**config.mk**
```make
export PLATFORM = sky130hd
export DESIGN_NAME = uart_tx_engine
export DESIGN_NICKNAME = d
export VERILOG_FILES = /design/src/rtl/uart_pkg.sv /design/src/rtl/uart_baud_counter.sv /design/src/rtl/uart_tx_engine.sv
export SDC_FILE = /design/constraint.sdc
export NUM_CORES = 1
export LEC_CHECK = 0
export ABC_AREA = 1
export CORE_MARGIN = 1
export CORE_UTILIZATION = 61
export CTS_BUF_LIST = sky130_fd_sc_hd__clkbuf_8
export CTS_CLUSTER_DIAMETER = 120
export DETAILED_ROUTE_END_ITERATION = 16
export PLACE_DENSITY = 0.85
export SETUP_SLACK_MARGIN = 0.05
export SLEW_MARGIN = 15
export SYNTH_ARGS = -nofsm -noshare
export SYNTH_HDL_FRONTEND = slang
export SYNTH_HIERARCHICAL = 1
export SYNTH_SLANG_ARGS = --single-unit
```
**constraint.sdc**
```tcl
create_clock -name clk -period 2.3 [get_ports clk]
set_input_delay 0.46 -clock clk [delete_from_list [all_inputs] [get_ports clk]]
set_output_delay 0.46 -clock clk [all_outputs]
set_load 0.1 [all_outputs]
```
**src/rtl/uart_pkg.sv**
```systemverilog
// Shared types and constants for the UART transmit path.
package uart_pkg;

    typedef enum logic [2:0] {
        IDLE,
        START,
        DATA,
        PARITY,
        STOP
    } uart_tx_state_t;

    localparam int   UART_DATA_BITS = 8;
    localparam logic UART_START_LVL = 1'b0;
    localparam logic UART_STOP_LVL  = 1'b1;
    localparam logic UART_IDLE_LVL  = 1'b1;

    // Even parity: the parity bit makes the total count of ones even.
    function automatic logic even_parity(input logic [UART_DATA_BITS-1:0] data);
        return ^data;
    endfunction

endpackage

```
**src/rtl/uart_baud_counter.sv**
```systemverilog
// Bit-period timer: counts 0..CLKS_PER_BIT-1 and flags the last cycle of each bit.
module uart_baud_counter #(
    parameter int CLKS_PER_BIT = 16
) (
    input  logic clk,
    input  logic reset,
    input  logic clear,
    output logic bit_done
);

    localparam int              CW   = $clog2(CLKS_PER_BIT);
    localparam logic [CW-1:0]   LAST = CW'(CLKS_PER_BIT - 1);

    logic [CW-1:0] r_cnt;

    always_ff @(posedge clk) begin
        if (reset || clear) begin
            r_cnt <= '0;
        end else if (r_cnt == LAST) begin
            r_cnt <= '0;
        end else begin
            r_cnt <= r_cnt + CW'(1);
        end
    end

    assign bit_done = (r_cnt == LAST);

endmodule

```
**src/rtl/uart_tx_engine.sv**
```systemverilog
// UART byte serializer with a one-entry holding register for gapless frames.
// Define UART_TX_PARITY_EN to insert an even-parity bit before the stop bit.
module uart_tx_engine
    import uart_pkg::*;
#(
    parameter int CLKS_PER_BIT = 16
) (
    input  logic                      clk,
    input  logic                      reset,
    input  logic                      load_byte,
    input  logic [UART_DATA_BITS-1:0] byte_in,
    output logic                      ready,
    output logic                      busy,
    output logic                      tx,
    output logic                      byte_sent,
    output logic                      overrun
);

    uart_tx_state_t            r_state;
    logic [UART_DATA_BITS-1:0] r_hold;
    logic                      r_hold_full;
    logic                      r_ready;
    logic [UART_DATA_BITS-1:0] r_shift;
    logic [2:0]                r_bit_cnt;
    logic                      r_tx;
    logic                      r_busy;
    logic                      r_byte_sent;
    logic                      r_overrun;
`ifdef UART_TX_PARITY_EN
    logic                      r_parity;
`endif

    logic w_bit_done;
    logic w_accept;
    logic w_load;

    // Strobes are judged against the registered ready, even if the holding
    // register empties on the same edge.
    assign w_accept = load_byte && r_ready;
    assign w_load   = r_hold_full &&
                      ((r_state == IDLE) || ((r_state == STOP) && w_bit_done));

    uart_baud_counter #(
        .CLKS_PER_BIT(CLKS_PER_BIT)
    ) u_baud (
        .clk      (clk),
        .reset    (reset),
        .clear    (w_load),
        .bit_done (w_bit_done)
    );

    always_ff @(posedge clk) begin
        if (reset) begin
            r_state     <= IDLE;
            r_hold      <= '0;
            r_hold_full <= 1'b0;
            r_ready     <= 1'b1;
            r_shift     <= '0;
            r_bit_cnt   <= '0;
            r_tx        <= UART_IDLE_LVL;
            r_busy      <= 1'b0;
            r_byte_sent <= 1'b0;
            r_overrun   <= 1'b0;
`ifdef UART_TX_PARITY_EN
            r_parity    <= 1'b0;
`endif
        end else begin
            r_byte_sent <= 1'b0;
            r_overrun   <= load_byte && !r_ready;

            if (w_accept) begin
                r_hold      <= byte_in;
                r_hold_full <= 1'b1;
                r_ready     <= 1'b0;
            end else if (w_load) begin
                r_hold_full <= 1'b0;
                r_ready     <= 1'b1;
            end

            case (r_state)
                IDLE: begin
                    r_tx   <= UART_IDLE_LVL;
                    r_busy <= 1'b0;
                end
                START: begin
                    if (w_bit_done) begin
                        r_state   <= DATA;
                        r_bit_cnt <= '0;
                        r_tx      <= r_shift[0];
                    end
                end
                DATA: begin
                    if (w_bit_done) begin
                        if (r_bit_cnt == 3'(UART_DATA_BITS - 1)) begin
`ifdef UART_TX_PARITY_EN
                            r_state <= PARITY;
                            r_tx    <= r_parity;
`else
                            r_state <= STOP;
                            r_tx    <= UART_STOP_LVL;
`endif
                        end else begin
                            r_bit_cnt <= r_bit_cnt + 3'd1;
                            r_shift   <= r_shift >> 1;
                            r_tx      <= r_shift[1];
                        end
                    end
                end
`ifdef UART_TX_PARITY_EN
                PARITY: begin
                    if (w_bit_done) begin
                        r_state <= STOP;
                        r_tx    <= UART_STOP_LVL;
                    end
                end
`endif
                STOP: begin
                    if (w_bit_done) begin
                        r_byte_sent <= 1'b1;
                        r_state     <= IDLE;
                        r_busy      <= 1'b0;
                        r_tx        <= UART_IDLE_LVL;
                    end
                end
                default: begin
                    r_state <= IDLE;
                    r_tx    <= UART_IDLE_LVL;
                    r_busy  <= 1'b0;
                end
            endcase

            // Loading overrides the IDLE/STOP outcome above so a queued byte
            // starts on the very next bit period.
            if (w_load) begin
                r_shift <= r_hold;
                r_state <= START;
                r_tx    <= UART_START_LVL;
                r_busy  <= 1'b1;
`ifdef UART_TX_PARITY_EN
                r_parity <= even_parity(r_hold);
`endif
            end
        end
    end

    assign ready     = r_ready;
    assign busy      = r_busy;
    assign tx        = r_tx;
    assign byte_sent = r_byte_sent;
    assign overrun   = r_overrun;

endmodule
```
Yosys cells after proc, flatten, opt, wreduce, memory -nomap -nowiden
Index checks and enable logic that the tools add are counted.

Bitwise gates (word level): 2. Reduce and logical (&&, ||, !) cells: 22. Multiplexer cells: 27. Add/subtract/negate cells: 2. Eq/ne operators: 17.

Operators by type and width (number): 8-bit two-way mux (4); 3-bit two-way mux (6); 1-bit two-way mux (13); 3-bit by 2-bit != test with 1-bit output, second input constant (4); 3-bit one-hot mux with 4 select lines (1); 2-bit != test, second input constant (5); 5-bit AND reduction (2); 2-bit nonzero test (4); 2-bit OR reduction (4); 3-bit equality test, second input constant (2); 2-bit by 1-bit != test with 1-bit output, second input constant (3); 3-bit one-hot mux with 2 select lines (1); 3-bit AND reduction (2); 4-bit by 1-bit adder with 4-bit output, second input constant (1); 4-bit equality test, second input constant (1); 1-bit logical AND (4); 4-bit AND reduction (1); 3-bit by 1-bit adder with 3-bit output, second input constant (1); 3-bit by 1-bit equality test with 1-bit output, second input constant (1); 3-bit by 2-bit equality test with 1-bit output, second input constant (1); 3-bit logical NOT (1); 1-bit one-hot mux with 3 select lines (1); 1-bit logical OR (2); 1-bit inverter (2); other kinds (3) (3).

Logic and storage cells: 82. Register bits after elaboration: 32. Output and inout port bits: 5. Input bits: 11.

Longest topological paths before layout
Depth in word-level cells: 6. Depth in mapped cells: 10. Gate-level depth less buffers: 10.

Hierarchy
The synthesis kept the hierarchy.

Modules (own cells, without submodules): uart_tx_engine (instances 1, area an instance 1312.5 µm², cells an instance 171, seq. area each 560.5 µm²); uart_baud_counter (instances 1, area an instance 166.4 µm², cells an instance 19, seq. area each 80.1 µm²).

Worst setup path before layout
OpenSTA, ideal clock, no wires.

Kind: reg-to-reg. Start: reg r_ready (netlist: ready). End: reg r_hold[6]. Data required time: 2173 ps. Path slack: 488 ps. Setup time: 127 ps. Clock period less this slack: 1812 ps. Data arrival time: 1685 ps. Path buffers: 1. Stages on the path, launching flop included: 5. Cells stage by stage: dfxtp_1 nand2_1 clkbuf_1 o21ai_0 a21oi_1.

Cells in the longest elaborated chain, start to end: 1.

Ends and longest elaborated chain: start, declared (line uart_tx_engine.sv:22) `logic r_ready;`; start signal, assigned (line uart_tx_engine.sv:57) `r_ready <= 1'b1;`; start signal, assigned (line uart_tx_engine.sv:74) `r_ready <= 1'b0;`; start signal, assigned (line uart_tx_engine.sv:77) `r_ready <= 1'b1;`; 1-bit logical AND (line uart_tx_engine.sv:39) `assign w_accept = load_byte && r_ready;`; end signal, assigned (line uart_tx_engine.sv:72) `r_hold <= byte_in;`; end, declared (line uart_tx_engine.sv:20) `logic [UART_DATA_BITS-1:0] r_hold;`.

Every way passes these cells. A chain may end at the register's enable or synchronous reset.

Final worst setup path
Start: reg u_baud.r_cnt[0]. End: reg r_bit_cnt[0].

Cells in the longest elaborated chain, start to end: 3. Elaborated cells on any way between the ends: 4. Classes of those cells: 3 x eq/ne; 1 x reduce/logical.

Ends and longest elaborated chain: start, declared (line uart_baud_counter.sv:14) `logic [CW-1:0] r_cnt;`; start signal, assigned (line uart_baud_counter.sv:22) `r_cnt <= r_cnt + CW'(1);`; 4-bit equality test (*) (line uart_baud_counter.sv:26) `assign bit_done = (r_cnt == LAST);`; net w_bit_done (line uart_tx_engine.sv:33) `logic w_bit_done;`; 2-bit != test (no source line); 4-bit AND reduction (no source line) (*); end signal, assigned (line uart_tx_engine.sv:103) `r_bit_cnt <= r_bit_cnt + 3'd1;`; end, declared (line uart_tx_engine.sv:24) `logic [2:0] r_bit_cnt;`.

The timed path passes the listed nets; every way through them passes the cells marked *.

==> impl_results.md <==
- Status: complete, no violations
- CTS tree: built
- Die Footprint: about 2600 µm²
- CP Launch Type: flop
- Warnings, synthesis: 6
- Clock Tree Buf Depth: 2
- RSZ-0062 raised after global routing: no
- Synth Area in Adders: 2.54%
- Simple-Gate Fraction of Synth Area: roughly a quarter
- DIE HEIGHT: between 50 and 60 µm
- DR pass1 iterations: 4
- Largest net degree at the start of global routing: 19
- Latest clock arrival within the worst-skew pair: between 0.2 and 0.3 ns
- Leakage: 0.691 nW
- Final Hold Viols: 0
- Hold Path Class: flop to flop
- VDD IR-drop max: 0.000654 V
- Cell Area, Synth: ~1500 µm²
- Main combinational cell family by area after synthesis: simple AND/OR/NAND/NOR gates
- Total negative slack: 0 ns
- Post-CTS Setup Repair Bufs: 0
- Mux share of post-synthesis cell area: 0%
- Clk sink count: 32
- GRT Overall Usage: 26.6%
- Post-cts sizing count: 0
- Post-Syn Area per Cell: slightly below 8 µm²
- Drt wl/cell: roughly 12 µm
- Initial antenna violation count: 0
- TritonCTS buffer count: 5
- CP Capture Type: flop
- Placed cell area: around 1600 µm²
- Vias per Instance: around 5.3
- FMAX: between 500 and 600 MHz
- Cells after Synth: between 150 and 200
- Core area: roughly 2300 µm²
- Highest net fanout along the worst path: 17
- Vias in the first global route: ~1200
- Unique masters post-synth: 26
- I/O Pins: 16
- Maximum Capacitance Violations: 0
- Compound-Gate Fraction of Synth Area: 16.8%
- Commonest non-fill, non-tap cells in the layout: dfxtp_1 (32), nand2_1 (31), inv_1 (26), nor2_1 (16), o21ai_0 (16)
- Critical path arrival: 2.13 ns
- Synth Net Count: approximately 200
- DP HPWL: roughly 2000 µm
- Most common cell after layout, fill and taps aside: dfxtp_1
- PD cells: approximately 860 nW/µm²
- DRC Markers: 0
- Layout cells sized above 1: a little under 20%
- Crit path time final: about 2.0 ns
- Nets@finish: 220
- Flops & latches, synth: 32
- Total Wirelength: 2820 µm
- Worst Skew: roughly 0.0039 ns
- Die W: roughly 51 µm
- Slew HR: between 60% and 70%
- Std cell rows: 17
- Seq/Total Area, Yosys: a little over two fifths
- Setup CP Type: flop to flop
- Starting Density: about 66%
- Inserted Diodes: 0
- Fin crit share: 84.9%
- Critical Path RT: between 2 and 2.5 ns
- Slew @ Worst Pin: about 0.49 ns
- CTS clk-pin slew, worst paths: approximately 0.060 ns
- Vias: 1234
- Hold-fix buffers, CTS: 0
- Max Slew Vio Count: 0
- Final GP Congestion: about 0.85
- Clk root buf: clkbuf_8
- Global-route wire length before repair: just under 5000 µm
- Final instance area: 1700 µm²
- CTS H-Tree Depth: 2
- Initial DRC Count: 21
- GR Overflow Total: 0
- I/O Buffers: 15
- Post-Synth XOR/XNOR Area: 0.592%
- Layout area overhead: 14.8%
- Antenna-violating nets left: 0
- Final setup fails: 0
registers in the layout, indices dropped and copies added (netlist names), 3 cells and up:
name          flops
u_baud/r_cnt      4
r_shift           8
r_bit_cnt         3
r_state           3
r_hold            8
routing by layer:
metal,share of wire [%],track usage [%],routed length (µm),up-vias
li1,-,-,-,642
met1,41,26.0,1160,548
met2,51,46.5,1440,34
met3,4.7,10.4,134,10
met4,3.0,17.1,85,0
met5,0,0,0,-
worst paths after layout:
kind	startpoint	end	slack, ns	depth (start not counted)
worst max-delay path	u_baud/r_cnt[0]	r_bit_cnt[0]	0.35	7
worst max register to register	u_baud/r_cnt[0]	r_bit_cnt[0]	0.35	7
worst min register to register	r_hold[2]	r_hold[2]	0.45	2
worst min-delay path	r_hold[2]	r_hold[2]	0.45	2
cell usage after synthesis:
| cell | count | area, µm² |
|---|---|---|
| nand2_4 | 1 | 11.3 |
| nor2_1 | 16 | 60.1 |
| o21ai_1 | 4 | 20.0 |
| nand2_2 | 1 | 6.26 |
| xnor2_1 | 1 | 8.76 |
| nor3_1 | 2 | 10.0 |
| a21oi_1 | 14 | 70.1 |
| buf_2 | 2 | 10.0 |
| ha_1 | 3 | 37.5 |
| o21ai_0 | 16 | 80.1 |
| nor2_2 | 4 | 25.0 |
| buf_4 | 1 | 7.51 |
| dfxtp_1 | 32 | 641 |
| a21oi_2 | 7 | 61.3 |
| clkbuf_1 | 2 | 7.51 |
| nand3_2 | 9 | 90.1 |
| buf_6 | 1 | 11.3 |
| nand4_2 | 1 | 12.5 |
| buf_8 | 1 | 15.0 |
| o21ai_2 | 1 | 8.76 |
| nand2_1 | 31 | 116 |
| o21a_1 | 1 | 7.51 |
| nand4_1 | 1 | 6.26 |
| inv_1 | 24 | 90.1 |
| nand3_1 | 10 | 50.1 |
| inv_2 | 4 | 15.0 |
power by group:
| group | internal (mW) | switching (mW) |
|---|---|---|
| Clock | 0.235 | 0.199 |
| Combinational | 0.117 | 0.256 |
| Sequential | 0.611 | 0.0403 |
metrics by stage:
step	utilization [%]	worst slack [ns]	hold slack, ns	std cells	power (mW)
2_1_floorplan	-	0.488	0.429	190	0.961
3_3_place_gp	71.3	0.496	0.442	227	1.02
3_5_place_dp	71.3	0.354	0.447	227	1.03
4_1_cts	75.3	0.327	0.455	235	1.47
5_1_grt	75.3	0.139	0.467	235	1.54
6_report	75.3	0.348	0.450	235	1.46
logic make-up (layout without fill, tap and decap cells):
family,Yosys count,in the layout
compound gates,43,43
xor+xnor,1,1
fa+ha+maj,3,3
buf+inv,35,52
flops,32,32
simple gates,76,76
critical path, cell delays in order (launching register included):
cell,delay [ns]
dfxtp_1,0.37
ha_1,0.22
nand3_2,0.11
inv_1,0.17
nand4_2,0.43
nand2_1,0.33
o21a_1,0.16
nor2_1,0.05
layout make-up:
cell class                      count  area (µm²)
Clock buffer                        6        82.6
Clock inverter                      2        7.51
Fill cell                         182         557
Inverter                           28         105
Multi-Input combinational cell    123         682
Sequential cell                    32         641
Tap cell                           28        35.0
Timing Repair Buffer               16         145
(Power assumes the default switching activity.)
